File: src/rtl/md_pos_pkg.sv
// md_pos_pkg: shared FSM state type and count-saturation constants for the position cell streamer.
// No ports; imported by pos_cell_streamer.
package md_pos_pkg;
    typedef enum logic [2:0] {IDLE, RD_CNT, WAIT_CNT, STREAM, DRAIN} state_t;
    // Address 0 of the cell RAM holds the particle count, so pids run 1..PARTICLE_NUM-COUNT_RESERVED.
    localparam int COUNT_RESERVED = 1;
    function automatic int max_count(input int particle_num);
        return particle_num - COUNT_RESERVED;
    endfunction
endpackage

File: src/rtl/pos_stream_fifo.sv
// pos_stream_fifo: synchronous FIFO with registered pointers, allowing simultaneous push and pop when full.
// Ports: clk, rst (async high); wr_en/wr_data push; rd_en pop; rd_data head word; full, empty, count occupancy.
module pos_stream_fifo #(
    parameter int WIDTH = 104,
    parameter int DEPTH = 4
) (
    input  logic                     clk,
    input  logic                     rst,
    input  logic                     wr_en,
    input  logic [WIDTH-1:0]         wr_data,
    input  logic                     rd_en,
    output logic [WIDTH-1:0]         rd_data,
    output logic                     full,
    output logic                     empty,
    output logic [$clog2(DEPTH):0]   count
);
    localparam int PW = $clog2(DEPTH);
    logic [PW:0]      wr_ptr, rd_ptr;
    logic [WIDTH-1:0] mem [DEPTH];
    logic             wr_ok, rd_ok;
    assign count   = wr_ptr - rd_ptr;
    assign empty   = count == '0;
    assign full    = count == (PW + 1)'(DEPTH);
    assign rd_ok   = rd_en && !empty;
    // A pop in the same cycle frees the slot, so a full FIFO can still accept a push.
    assign wr_ok   = wr_en && (!full || rd_ok);
    assign rd_data = mem[rd_ptr[PW-1:0]];
    always_ff @(posedge clk or posedge rst) begin
        if (rst) begin
            wr_ptr <= '0;
            rd_ptr <= '0;
        end else begin
            if (wr_ok) wr_ptr <= wr_ptr + 1'b1;
            if (rd_ok) rd_ptr <= rd_ptr + 1'b1;
        end
    end
    always_ff @(posedge clk) begin
        if (wr_ok) mem[wr_ptr[PW-1:0]] <= wr_data;
    end
endmodule

File: src/rtl/pos_cell_streamer.sv
// pos_cell_streamer: reads a cell's particle count from RAM word 0, then streams words 1..count out with backpressure.
// Ports: clk, rst (async high); start/busy/done control; mem_address/mem_rden/mem_q external cell RAM read port;
// out_valid/out_ready/out_data/out_pid/out_last particle stream.
module pos_cell_streamer
    import md_pos_pkg::*;
#(
    parameter int DATA_WIDTH   = 96,
    parameter int PARTICLE_NUM = 220,
    parameter int ADDR_WIDTH   = 8,
    parameter int RD_LATENCY   = 2,
    parameter int FIFO_DEPTH   = 4
) (
    input  logic                  clk,
    input  logic                  rst,
    input  logic                  start,
    output logic                  busy,
    output logic                  done,
    output logic [ADDR_WIDTH-1:0] mem_address,
    output logic                  mem_rden,
    input  logic [DATA_WIDTH-1:0] mem_q,
    output logic                  out_valid,
    input  logic                  out_ready,
    output logic [DATA_WIDTH-1:0] out_data,
    output logic [ADDR_WIDTH-1:0] out_pid,
    output logic                  out_last
);
    localparam int CW = $clog2(FIFO_DEPTH) + 1;
    localparam int WW = $clog2(RD_LATENCY + 1);
    localparam logic [WW-1:0]         WAIT_LAST = WW'(RD_LATENCY - 1);
    localparam logic [DATA_WIDTH-1:0] MAX_Q     = DATA_WIDTH'(max_count(PARTICLE_NUM));
    localparam logic [ADDR_WIDTH-1:0] MAX_CNT   = ADDR_WIDTH'(max_count(PARTICLE_NUM));

    state_t                           state, state_nx;
    logic [WW-1:0]                    wait_cnt;
    logic [ADDR_WIDTH-1:0]            count, next_addr;
    logic [RD_LATENCY-1:0]            vld;
    logic [ADDR_WIDTH-1:0]            tag [RD_LATENCY];
    logic                             issue, finish, pop, credit;
    logic                             fifo_full, fifo_empty;
    logic [CW-1:0]                    fifo_count;
    logic [ADDR_WIDTH+DATA_WIDTH-1:0] head;

    assign busy        = state != IDLE;
    assign out_valid   = !fifo_empty;
    assign pop         = out_valid && out_ready;
    assign {out_pid, out_data} = head;
    assign out_last    = out_pid == count;
    // Reserve a FIFO slot for every read still in the RAM pipeline so returning words always fit.
    assign credit      = !fifo_full && (int'(fifo_count) + $countones(vld) < FIFO_DEPTH);
    assign mem_rden    = (state == RD_CNT) || issue;
    assign mem_address = issue ? next_addr : '0;

    always_comb begin
        state_nx = state;
        issue    = 1'b0;
        finish   = 1'b0;
        case (state)
            IDLE:     state_nx = start ? RD_CNT : IDLE;
            RD_CNT:   state_nx = WAIT_CNT;
            WAIT_CNT: state_nx = (wait_cnt == WAIT_LAST) ? STREAM : WAIT_CNT;
            STREAM: begin
                if (count == '0) begin
                    state_nx = IDLE;
                    finish   = 1'b1;
                end else if (credit) begin
                    issue    = 1'b1;
                    state_nx = (next_addr == count) ? DRAIN : STREAM;
                end
            end
            DRAIN: begin
                if (pop && out_last) begin
                    state_nx = IDLE;
                    finish   = 1'b1;
                end
            end
            default:  state_nx = IDLE;
        endcase
    end

    always_ff @(posedge clk or posedge rst) begin
        if (rst) begin
            state     <= IDLE;
            done      <= 1'b0;
            wait_cnt  <= '0;
            count     <= '0;
            next_addr <= '0;
            vld       <= '0;
            for (int i = 0; i < RD_LATENCY; i++) tag[i] <= '0;
        end else begin
            state    <= state_nx;
            done     <= finish;
            wait_cnt <= (state == WAIT_CNT) ? wait_cnt + 1'b1 : '0;
            // Saturate against the whole word so oversized counts clamp instead of wrapping.
            if (state == WAIT_CNT && wait_cnt == WAIT_LAST)
                count <= (mem_q > MAX_Q) ? MAX_CNT : mem_q[ADDR_WIDTH-1:0];
            if (state == RD_CNT)
                next_addr <= ADDR_WIDTH'(1);
            else if (issue)
                next_addr <= next_addr + 1'b1;
            vld[0] <= issue;
            tag[0] <= next_addr;
            for (int i = 1; i < RD_LATENCY; i++) begin
                vld[i] <= vld[i-1];
                tag[i] <= tag[i-1];
            end
        end
    end

    pos_stream_fifo #(
        .WIDTH (ADDR_WIDTH + DATA_WIDTH),
        .DEPTH (FIFO_DEPTH)
    ) u_fifo (
        .clk     (clk),
        .rst     (rst),
        .wr_en   (vld[RD_LATENCY-1]),
        .wr_data ({tag[RD_LATENCY-1], mem_q}),
        .rd_en   (pop),
        .rd_data (head),
        .full    (fifo_full),
        .empty   (fifo_empty),
        .count   (fifo_count)
    );
endmodule

File: config.mk
export PLATFORM = sky130hd
export DESIGN_NAME = pos_cell_streamer
export DESIGN_NICKNAME = d
export VERILOG_FILES = /design/src/rtl/md_pos_pkg.sv /design/src/rtl/pos_stream_fifo.sv /design/src/rtl/pos_cell_streamer.sv
export SDC_FILE = /design/constraint.sdc
export NUM_CORES = 1
export LEC_CHECK = 0
export BUFFER_PORTS_ARGS = -buffer_cell sky130_fd_sc_hd__clkbuf_2
export CORE_MARGIN = 10
export CORE_UTILIZATION = 47
export DETAILED_ROUTE_END_ITERATION = 10
export GPL_ROUTABILITY_DRIVEN = 0
export PLACE_DENSITY = 0.74
export SETUP_SLACK_MARGIN = 0.2
export SLEW_MARGIN = 0
export SYNTH_ARGS = -nofsm -noshare
export SYNTH_HDL_FRONTEND = slang
export SYNTH_SLANG_ARGS = --single-unit
export TNS_END_PERCENT = 50
File: constraint.sdc
create_clock -name clk -period 4.6 [get_ports clk]
set_clock_uncertainty 0.05 [all_clocks]
set_input_delay 0.46 -clock clk [delete_from_list [all_inputs] [get_ports clk]]
set_output_delay 0.46 -clock clk [all_outputs]
set_load 0.01 [all_outputs]
==> run metrics <==
Post-CTS Setup Inserts 0; HP Class input port to asynchronous set/reset pin; Seq/Total Area, Yosys 78.9%; post_cts resized 0; Crit-path slowest cell nor2_1; average size of a mapped cell 22.5 sq um; number of port buffers 216; share of layout cells above drive strength 1 39.0%; clock root buffer clkbuf_16; critical path peak fanout 15; final hold vios 0; crit path buf inv count 1; hold_buf cts 0; ys async rst share 9.96%; Max stage delay on crit path 0.62 ns; Period minus WS final 3.74 ns; DP Wirelength 24.2 mm; cell row count 70; Net Sw Frac 29.8%; nets@finish 1132; Clock Path Buffers 3; warnings from Yosys 0; internal power 9.36 mW; Critical Path RT 4.09 ns; Vias/cell 5.49; max_cap viols 0; sequential power share 43.2%; final WL 37.3 mm; Cells after Synth 769; DP Area 0.0190 sq mm; fmax 0.267 GHz; Power Density 648 mW/mm^2; dominant synthesized flop cell edfxtp_1; initial antenna violation count 1; Slew Viols, Final 0; Crit path depth 7; status finished, final reports clean; cell count of the worst reg-to-reg path 6; die width 212 um; EDFF count, synth 416; Final Setup Violations 0; Pleak 7.15 nW; Fin Setup TNS 0 ns; largest net degree at the start of global routing 106; crit-path cells ha_1 > fa_1 > xnor3_1 > o21ai_1 > nor2_1 > and2_1 > clkbuf_2; Die H 212 um; RR Endpoint u_fifo.mem[1][81]; Final Cycle Share 81.3%; RSZ-0062 raised after global routing no; gr ovfl total 0; Post-Syn Nets 879; Initial Util 47.5%; CTS sink count 462; worst vdd ir 0.296 mV; first-pass GRT wire length 55.9 mm; total CTS buffers 47; crit path to mem_address[0]; Worst Tran Pin Value 0.747 ns; synthesized area 0.0173 sq mm; Clock power frac 28.3%; Worst R2R Start u_fifo.rd_ptr[0]; Fillers 2720; final worst slack 0.858 ns; core footprint 0.0364 sq mm; I/O pins 217; Netlist cell types 40; DRC viols 0; area grow syn2layout 19.0%; Worst-Skew Late Latency 0.53 ns; setup slack, reg-to-reg 1.44 ns; gr usage total 16.6%; critical path's top delay family simple AND/OR/NAND/NOR gates; PnR Total Power 13.3 mW; WP data arrival 3.23 ns; Die ar. 0.0449 sq mm; Iter 0 DRT Violations 679; mean routed wirelength per cell 24.4 um; Final ANT Viol Nets 0; most common cell after layout, fill and taps aside edfxtp_1; clock-pin slew on the worst setup and hold paths 0.06 ns; Comb power frac 28.5%; H-tree levels 2; CP endpoint kind output pin; Pre-antenna DRT Iters 5; CP Class flip-flop to output pin; setup slack at placement 1.41 ns; fin area 0.0206 sq mm; CTS tree yes; Worst Setup Start Kind flip-flop; most frequent cells in the layout edfxtp_1 (416), clkbuf_2 (216), mux4_2 (104), clkbuf_16 (49), dfrtp_1 (44); vias in the first global route 8784; crit path from u_fifo.rd_ptr[0]; flops & latches, synth 462; Max-slew headroom 50.0%; vias 8394; P_sw 3.98 mW
[registers in the layout (all words and copies together) (netlist names)]
register and cells:
count 8, next_addr 8, vld 2, wait_cnt 2, u_fifo.wr_ptr 3, u_fifo.rd_ptr 3, done 1, u_fifo.mem 416
tag 16, state 3
[worst min path at each step]
stage                        end    from
finish              next_addr[0]     rst
global route        next_addr[0]     rst
CTS                 next_addr[6]     rst
detailed placement        tag[0]  tag[8]
global placement          tag[1]  tag[9]
floorplan                 tag[0]  tag[8]
[power by group through the flow]
stage / Sequential [mW] / Combinational, mW / Clock, mW
global placement: 5.81 / 3.87 / 0
CTS: 5.77 / 3.93 / 3.87
global route: 5.84 / 4.14 / 4.03
detailed placement: 5.85 / 3.91 / 0
floorplan: 5.69 / 2.56 / 0
finish: 5.76 / 3.80 / 3.77
[layout make-up]
cell class / instances / area [sq um] / share of cell area, %
well taps: 468 / 586 / 2.84
multi-input cells: 273 / 3500 / 17.0
clock buffers: 64 / 1310 / 6.37
inverters: 7 / 26.3 / 0.128
diodes: 1 / 2.50 / 0.0122
clock inverters: 23 / 244 / 1.19
flip-flops and latches: 462 / 13700 / 66.3
repair buffers: 231 / 1270 / 6.16
[per-stage QoR]
step                      util (%)  hold WS [ns]  instances
final                         56.5       0.00320       1529
after floorplan                  -         0.281        769
after global placement        52.2         0.282       1441
after CTS                     56.5       0.00169       1528
after global routing          56.5        0.0741       1529
after detailed placement      52.2         0.285       1441
[cells in the mapped netlist, types with 3 or more instances]
| cell type | instances | area (sq um) |
|---|---|---|
| clkbuf_1 | 9 | 33.8 |
| nand3_1 | 5 | 25.0 |
| nand4_1 | 8 | 50.1 |
| xnor2_1 | 14 | 123 |
| edfxtp_1 | 416 | 12500 |
| o31a_1 | 7 | 61.3 |
| nor2_1 | 11 | 41.3 |
| a21oi_1 | 4 | 20.0 |
| inv_1 | 7 | 26.3 |
| nor4_1 | 27 | 169 |
| dfrtp_1 | 46 | 1150 |
| nand2_1 | 23 | 86.3 |
| xor2_1 | 9 | 78.8 |
| buf_2 | 13 | 65.1 |
| and2_1 | 13 | 81.3 |
| ha_1 | 9 | 113 |
| nand2b_1 | 7 | 43.8 |
| mux4_2 | 104 | 2340 |
| mux2i_1 | 3 | 30.0 |
| o21ai_0 | 7 | 35.0 |
[routing by layer]
| metal | wire [um] | part of all wire [%] | GRT usage, % | vias up |
|---|---|---|---|---|
| met5 | 0 | 0 | 0 | - |
| met4 | 614 | 1.6 | 4.44 | 0 |
| met3 | 2610 | 7.0 | 4.35 | 49 |
| met2 | 18600 | 50 | 26.6 | 249 |
| met1 | 15500 | 42 | 22.2 | 4381 |
| li1 | - | - | - | 3715 |
[worst min-delay path: cells and delay by family]
family                 cells  cell delay, ns
buffers and inverters      3            0.59
[cells by family after synthesis]
family,Yosys count,synth area share [%]
muxes,107,13.7
buffers and inverters,34,0.941
xor gates and xnor gates,24,1.30
AOI/OAI and AO/OA,25,0.962
and+or+nand+nor,107,3.43
DFF,462,78.9
adders and majority gates,10,0.767
(Power assumes the default switching activity.)
